<file path="src/rtl/boron_enc_core.sv">
`timescale 1ns/1ps
// boron_enc_core
//   Iterative BORON encryption datapath and round controller. It runs one
//   round per clock over a 64-bit block, then applies a final whitening XOR.
//   It drives the downstream key schedule: it loads the master key while
//   idle, then steps the schedule's round counter so that the matching round
//   key arrives on ks_rk in every cycle.
//
//   Parameters:
//     ROUNDS      number of full rounds (default 25). The whitening key is
//                 RK(ROUNDS+1).
//
//   Ports:
//     clk         clock, rising edge
//     reset       synchronous, active-high
//     start       request, sampled only in IDLE
//     plaintext   64-bit block, captured on the accepted start edge
//     key         128-bit master key, must be stable while start=1
//     busy        high from the cycle after acceptance until done
//     done        one-cycle pulse when ciphertext is valid
//     ciphertext  last result, held until the next done
//     ks_select   key schedule select (1 = load ks_key_in)
//     ks_key_in   combinational copy of key
//     ks_count    key schedule round counter
//     ks_rk       current round key from the key schedule
//     abort       cancels a running operation (BORON_ABORT_EN builds only)
//
//   Build option:
//     BORON_ABORT_EN  adds the abort port. When it is undefined, a running
//                     operation can only be cut short by reset.
module boron_enc_core #(
  parameter int ROUNDS = 25
) (
  input  logic         clk,
  input  logic         reset,
  input  logic         start,
  input  logic [63:0]  plaintext,
  input  logic [127:0] key,
`ifdef BORON_ABORT_EN
  input  logic         abort,
`endif
  input  logic [63:0]  ks_rk,
  output logic         busy,
  output logic         done,
  output logic [63:0]  ciphertext,
  output logic         ks_select,
  output logic [127:0] ks_key_in,
  output logic [4:0]   ks_count
);

  typedef enum logic [1:0] {IDLE, ROUND, FINAL} fsm_t;

  localparam logic [4:0] LAST_ROUND = 5'(ROUNDS);
  // Per-word rotate-left amounts, indexed by word number W0..W3.
  localparam int ROT [4] = '{1, 4, 7, 9};

  fsm_t        fsm_reg;
  logic [4:0]  round_reg;
  logic [63:0] state_reg;

  // Modified BORON S-box, nibble bit 3 is the MSB input.
  function automatic logic [3:0] sbox(input logic [3:0] x);
    logic [3:0] y;
    case (x)
      4'h0: y = 4'hE;  4'h1: y = 4'h4;  4'h2: y = 4'hB;  4'h3: y = 4'h1;
      4'h4: y = 4'h7;  4'h5: y = 4'h9;  4'h6: y = 4'hC;  4'h7: y = 4'hA;
      4'h8: y = 4'hD;  4'h9: y = 4'h2;  4'hA: y = 4'h0;  4'hB: y = 4'hF;
      4'hC: y = 4'h8;  4'hD: y = 4'h5;  4'hE: y = 4'h3;  default: y = 4'h6;
    endcase
    return y;
  endfunction

  // ---------------- round function ----------------
  logic [63:0] keyed;
  logic [63:0] subst;
  logic [15:0] perm [4];
  logic [15:0] l0, l1, l2, l3;
  logic [63:0] round_out;

  assign keyed = state_reg ^ ks_rk;

  for (genvar gi = 0; gi < 16; gi++) begin : g_sbox
    assign subst[gi*4 +: 4] = sbox(keyed[gi*4 +: 4]);
  end

  // Byte swap inside each word, then a per-word rotate-left.
  for (genvar gi = 0; gi < 4; gi++) begin : g_word
    logic [15:0] swapped;
    assign swapped  = {subst[gi*16 +: 8], subst[gi*16+8 +: 8]};
    assign perm[gi] = (swapped << ROT[gi]) | (swapped >> (16 - ROT[gi]));
  end

  // Linear layer: each XOR consumes the already-updated words.
  assign l1 = perm[1] ^ perm[0];
  assign l2 = perm[2] ^ l1;
  assign l3 = perm[3] ^ perm[0];
  assign l0 = perm[0] ^ l3;
  assign round_out = {l3, l2, l1, l0};

  // ---------------- key schedule control ----------------
  // While idle the schedule keeps reloading the key, so RK1 is ready in the
  // first ROUND cycle. During round r the schedule steps to RK(r+1).
  assign ks_key_in = key;
  assign ks_select = (fsm_reg == IDLE);
  assign ks_count  = (fsm_reg == ROUND) ? round_reg : 5'd0;

  // ---------------- controller ----------------
  always_ff @(posedge clk) begin
    if (reset) begin
      fsm_reg    <= IDLE;
      round_reg  <= 5'd0;
      state_reg  <= 64'd0;
      busy       <= 1'b0;
      done       <= 1'b0;
      ciphertext <= 64'd0;
    end else begin
      done <= 1'b0;
      case (fsm_reg)
        IDLE: begin
          if (start) begin
            state_reg <= plaintext;
            round_reg <= 5'd1;
            busy      <= 1'b1;
            fsm_reg   <= ROUND;
          end
        end
        ROUND: begin
          state_reg <= round_out;
          if (round_reg == LAST_ROUND) begin
            round_reg <= 5'd0;
            fsm_reg   <= FINAL;
          end else begin
            round_reg <= round_reg + 5'd1;
          end
        end
        FINAL: begin
          ciphertext <= state_reg ^ ks_rk;
          done       <= 1'b1;
          busy       <= 1'b0;
          fsm_reg    <= IDLE;
        end
        default: fsm_reg <= IDLE;
      endcase
`ifdef BORON_ABORT_EN
      // Abandon the operation: no done, ciphertext keeps its old value.
      if (abort && fsm_reg != IDLE) begin
        fsm_reg    <= IDLE;
        round_reg  <= 5'd0;
        busy       <= 1'b0;
        done       <= 1'b0;
        ciphertext <= ciphertext;
      end
`endif
    end
  end

endmodule

</file>
<file path="config.mk">
export PLATFORM = sky130hd
export DESIGN_NAME = boron_enc_core
export DESIGN_NICKNAME = d
export VERILOG_FILES = /design/src/rtl/boron_enc_core.sv
export SDC_FILE = /design/constraint.sdc
export NUM_CORES = 1
export LEC_CHECK = 0
export ABC_AREA = 1
export CAP_MARGIN = 20
export CORE_AREA = 4 4 176 178
export CTS_BUF_LIST = sky130_fd_sc_hd__clkbuf_2 sky130_fd_sc_hd__clkbuf_4 sky130_fd_sc_hd__clkbuf_8
export DETAILED_ROUTE_END_ITERATION = 10
export DIE_AREA = 0 0 180 182
export GPL_TIMING_DRIVEN = 0
export PLACE_DENSITY = 0.68
export RECOVER_POWER = 100
export SYNTH_ARGS = -nofsm -noshare
export SYNTH_HDL_FRONTEND = slang
export SYNTH_SLANG_ARGS = --single-unit
</file>
<file path="constraint.sdc">
create_clock -name clk -period 2 [get_ports clk]
set_input_delay 0.4 -clock clk [delete_from_list [all_inputs] [get_ports clk]]
set_output_delay 0.4 -clock clk [all_outputs]
set_load 0.005 [all_outputs]
</file>
# --- Word-level counts from Yosys, hierarchy flattened ---
# Memories as Yosys holds them, arrays and structs flattened.
# Index checks and enable logic that the tools add are counted.
word_totals:
  input_bits: 259
  reg_bits: 137
  n_memories: 16
  elab_cells: 55
  mem_bits_ro: 1024
mem_list:
  columns: ["memory", "depth", "width", "read_ports", "rd_clocked_by_memory_dff", "write_ports", "line_no", "source"]
  rows:
  - ["(name not given)", 16, 4, 1, 0, 0, "64", "case (x)"]
  - ["(name not given)", 16, 4, 1, 0, 0, "64", null]
  - ["(name not given)", 16, 4, 1, 0, 0, "64", null]
  - ["(name not given)", 16, 4, 1, 0, 0, "64", null]
  - ["(name not given)", 16, 4, 1, 0, 0, "64", null]
  - ["(name not given)", 16, 4, 1, 0, 0, "64", null]
  - ["+10 memories", null, null, null, null, null, null, null]
op_classes:
  n_addsub: 1
  reduce_logical: 6
  eq_ne: 5
  n_bitwise: 9
  n_mux: 12
op_table:
  columns: ["operator", "n"]
  rows:
  - ["$pmux 64 s2", 1]
  - ["$mux 64", 1]
  - ["$xor 16x16->16", 4]
  - ["$xor 64x64->64", 1]
  - ["$or 16x1->16", 1]
  - ["$or 16x4->16", 1]
  - ["$or 16x7->16", 1]
  - ["$or 16x9->16", 1]
  - ["$mux 5", 3]
  - ["$pmux 5 s2", 1]
  - ["$reduce_and 2->1", 3]
  - ["$add 5x1->5 const B", 1]
  - ["$eq 5x5->1 const B", 1]
  - ["$mux 2", 2]
  - ["$pmux 2 s2", 1]
  - ["$reduce_bool 2->1", 2]
  - ["$eq 2x1->1 const B", 1]
  - ["$eq 2x2->1 const B", 1]
  - ["$logic_not 2->1", 1]
  - ["$mux 1", 2]
  - ["$ne 2x1->1 const B", 1]
  - ["$ne 2x2->1 const B", 1]
  - ["$pmux 1 s2", 1]

# --- Depth between registers and ports, before layout ---
# An unclocked memory read counts as a cell.
depth:
  depth_word: 6
  mapped_depth: 17
  mapped_depth_nobuf: 17

# --- Worst setup path after synthesis ---
# Ideal clock, no wire load.
synth_path:
  path_type: "input -> register"
  start: "input ks_rk[5]"
  end: "register state_reg[45]"
  setup_slack_ns: 0.168
  arrival_time_ns: 1.723
  path_stages: 15
  path_buffers: 0
  cell_sequence: "xor2_1 > inv_1 > ha_1 > inv_1 > nand2_1 > nand2_1 > nand2_1 > nand2_2 > inv_1 > nand2_1 > nand3_1 > nand2_1 > nand3_1 > nand2_1 > inv_1"
synth_via:
  elab_chain_cells: 6
synth_rtl:
  columns: ["item", "line_no", "source"]
  rows:
  - ["from (decl)", "42", "input logic [63:0] ks_rk,"]
  - ["$xor 64x64->64", "80", "assign keyed = state_reg ^ ks_rk;"]
  - ["$mem_v2 16x4", null, null]
  - ["$or 16x1->16", "90", "assign perm[gi] = (swapped << ROT[gi]) | (swapped >> (16 - ROT[gi]));"]
  - ["$xor 16x16->16", "94", "assign l1 = perm[1] ^ perm[0];"]
  - ["$xor 16x16->16", "95", "assign l2 = perm[2] ^ l1;"]
  - ["$pmux 64 s2", "118", "case (fsm_reg)"]
  - ["to (signal assigned)", "121", "state_reg <= plaintext;"]
  - ["to (signal assigned)", "128", "state_reg <= round_out;"]
  - ["to (decl)", "59", "logic [63:0] state_reg;"]
# Every way passes these cells.
# A chain may end at the register's enable or synchronous reset.

# --- Worst setup path in the final report ---
layout_path:
  start: "register fsm_reg[1]"
  end: "output ks_select"
layout_via:
  elab_chain_cells: 1
layout_rtl:
  columns: ["item", "line_no", "source"]
  rows:
  - ["from (decl)", "57", "fsm_t fsm_reg;"]
  - ["from (signal assigned)", "110", "fsm_reg <= IDLE;"]
  - ["from (signal assigned)", "124", "fsm_reg <= ROUND;"]
  - ["from (signal assigned)", "131", "fsm_reg <= FINAL;"]
  - ["$logic_not 2->1", "104", "assign ks_select = (fsm_reg == IDLE);"]
  - ["to (decl)", "46", "output logic ks_select,"]
# Every way passes these cells.

==> impl_metrics.ini <==
[cells_and_area]
fin_nets = 2206
fill_cells = 2880
layout_commonest_cell = nand2_1
final_cell_mix = nand2_1, clkdlybuf4s50_1, buf_4
stdcell_count = 2333
syn_to_final_growth_pct = 49.5
regArea_um2 = 2760
multiInputGateArea_um2 = 6190
fin_area_um2 = 15100
drive_above_1_share = 0.193

[worst_hold_path]
min_to = ciphertext[56]
hold_path_depth = 4
holdCritStartpoint = ks_rk[56]
min_path_type = input port to flip-flop

[timing]
clock_skew_ps = 12.6
worstMarginPinSlew_ps = 774
min_period_ps = 1990
clock.fmax_mhz = 503
slew_viol_final = 0
rsz0062_at_grt = yes
hold_slack_ps = 477
setup_viol = 0
fin_crit_sh = 0.995
final.setup.tns_ps = 0
slew_headroom = 0.484
hold_viol = 0

[routing]
wl_mm = 44.3
drc = 0
drtPass1Iterations = 6
wl_per_cell_um = 19.0
drtAntennaViolNets = 0
vias_per_cell = 5.05
vias = 11800
drtIter0Drc = 1097

[cts]
cts_tree = built
insertion_delay_ps = 470
clockBufferDepth = 2
clockRootBuffer = clkbuf_8
cts.reportedPaths.clkPinSlew_ps = 90
ctsHtreeMaxLevel = 4
numCtsBuffers = 17
clock-sinks = 137

[critical_path]
path_cells = nor2_4 -> buf_6 -> clkdlybuf4s50_1
cp_max_fo = 3
cpMaxStageDelayCell = clkdlybuf4s50_1
rrSetupSlack_ps = 60
cp.required_ps = 1600
critical_path_class = flip-flop to primary output
r2r-end = state_reg[46]
crit_start = fsm_reg[1]
reg2reg_depth = 13
critPathTopFamily = buffers and inverters
worst_setup_path_start_kind = flip-flop
endpoint_kind = primary output
slowest_delay_ps = 500
timing.rr.start = state_reg[5]
worst-path-buf-inv = 2
arrival_ps = 1590

[logic_synthesis]
netlist.area_leader.share = 0.271
yosysTopAreaCell = dfxtp_1
synth_nets = 1824
syn_area_um2 = 10100
synth_warnings = 0
synthCells = 1547
ys_seq_area_frac = 0.271
synth_area_per_cell_um2 = 6.53
synthTopCellsByArea = dfxtp_1, nand2_1, buf_4
synth_cell_types = 38
synth_seq_cells = 137

[floorplanning]
initial_core_util = 0.344
ioPinCount = 459
die_x_um = 180
row_count = 63
die_h_um = 182
dieArea_um2 = 32800
core-area_um2 = 29400

[pwr]
p_leak_uw = 0.00702
peakVddDrop_mv = 0.416
powerDensity_nw_per_um2 = 710
power_uw = 10700

[global_routing]
antenna_found_initial = 2
grt.met3_usage = 0.0601
grt_first_pass_wirelength_mm = 63.7
met1_usage = 0.282
track_usage = 0.250
grt_busiest_layer = met2
grt_max_degree = 19
met2_usage = 0.446
grt_pass1_vias = 11200
grt_overflow = 0

[flow_run]
maxCapViolations = 0

[placement]
portBuffers = 330
dpl.cell_count = 2267
dpl_cell_area_um2 = 13900
gp_routability_congestion = 0.943
dpl.hpwl_mm = 35.2

[status]
status = completed
## layout make-up
| class | count | share of cell area |
|---|---|---|
| Clock buffer | 18 | 0.0164 |
| Clock inverter | 14 | 0.0129 |
| Antenna cell | 1 | 0.000166 |
| Multi-Input combinational cell | 1111 | 0.410 |
| Tap cell | 390 | 0.0323 |
| Buffer | 181 | 0.0811 |
| Sequential cell | 137 | 0.183 |
| Inverter | 116 | 0.0293 |
| Timing Repair Buffer | 365 | 0.235 |
## worst max path at each step
| stage | slack, ps | to | cells after the start |
|---|---|---|---|
| after detailed placement | -840 | state_reg[47] | 15 |
| final | 10 | ks_select | 3 |
| after global routing | -40 | ks_select | 3 |
| after global placement | -810 | state_reg[47] | 15 |
| after CTS | -90 | ks_count[2] | 7 |
| after floorplan | 170 | state_reg[45] | 15 |
## report_power, final
group          switching, µW  internal [µW]  total [µW]
Combinational           2950           1990        4940
Clock                   1240           1400        2640
Sequential               229           2910        3140
## tightest hold or removal path, stage by stage
cell	delay, ps
dlymetal6s2s_1	170
xnor2_2	170
buf_4	110
a21oi_1	40
## kinds of logic after synthesis
logic type / Yosys count / share of synthesized area
and+or+nand+nor: 697 / 0.287
buffers and inverters: 299 / 0.162
DFF: 137 / 0.271
adders and majority gates: 18 / 0.0223
xor gates and xnor gates: 92 / 0.0931
AOI/OAI and AO/OA: 304 / 0.165
## cells in the mapped netlist (all sizes together)
master	count
a2111oi	1
a21oi	112
a221oi	3
a31oi	12
a32o	5
buf	148
clkbuf	35
dfxtp	137
ha	18
inv	116
nand2	484
nand3	125
nand3b	3
nand4	18
nor2	63
o211ai	12
o21a	12
o21ai	142
o221ai	2
o22ai	1
o31ai	2
or2	4
xnor2	46
xor2	46
## layer usage
layer | up-vias | share of wire
met5 | - | 0.00029
met4 | 2 | 0.048
met3 | 102 | 0.082
met2 | 593 | 0.49
met1 | 5395 | 0.38
li1 | 5685 | -
## metrics by stage
| step | utilization | setup WS, ps |
|---|---|---|
| 2_1_floorplan | - | 168 |
| 3_3_place_gp | 0.473 | -811 |
| 3_5_place_dp | 0.473 | -837 |
| 4_1_cts | 0.499 | -92.5 |
| 5_1_grt | 0.514 | -39.2 |
| 6_report | 0.514 | 10.8 |
## what timing repair did
action | 4_1_cts | 5_1_grt
hold buffers | 0 | 0
pin swaps | 13 | 27
gates resized for setup | 81 | 94
endpoints found under the hold margin | 0 | 0
endpoints found under the setup margin | 66 | 57
buffers inserted | 17 | 19
No activity file was read; power rests on OpenSTA's default activity.
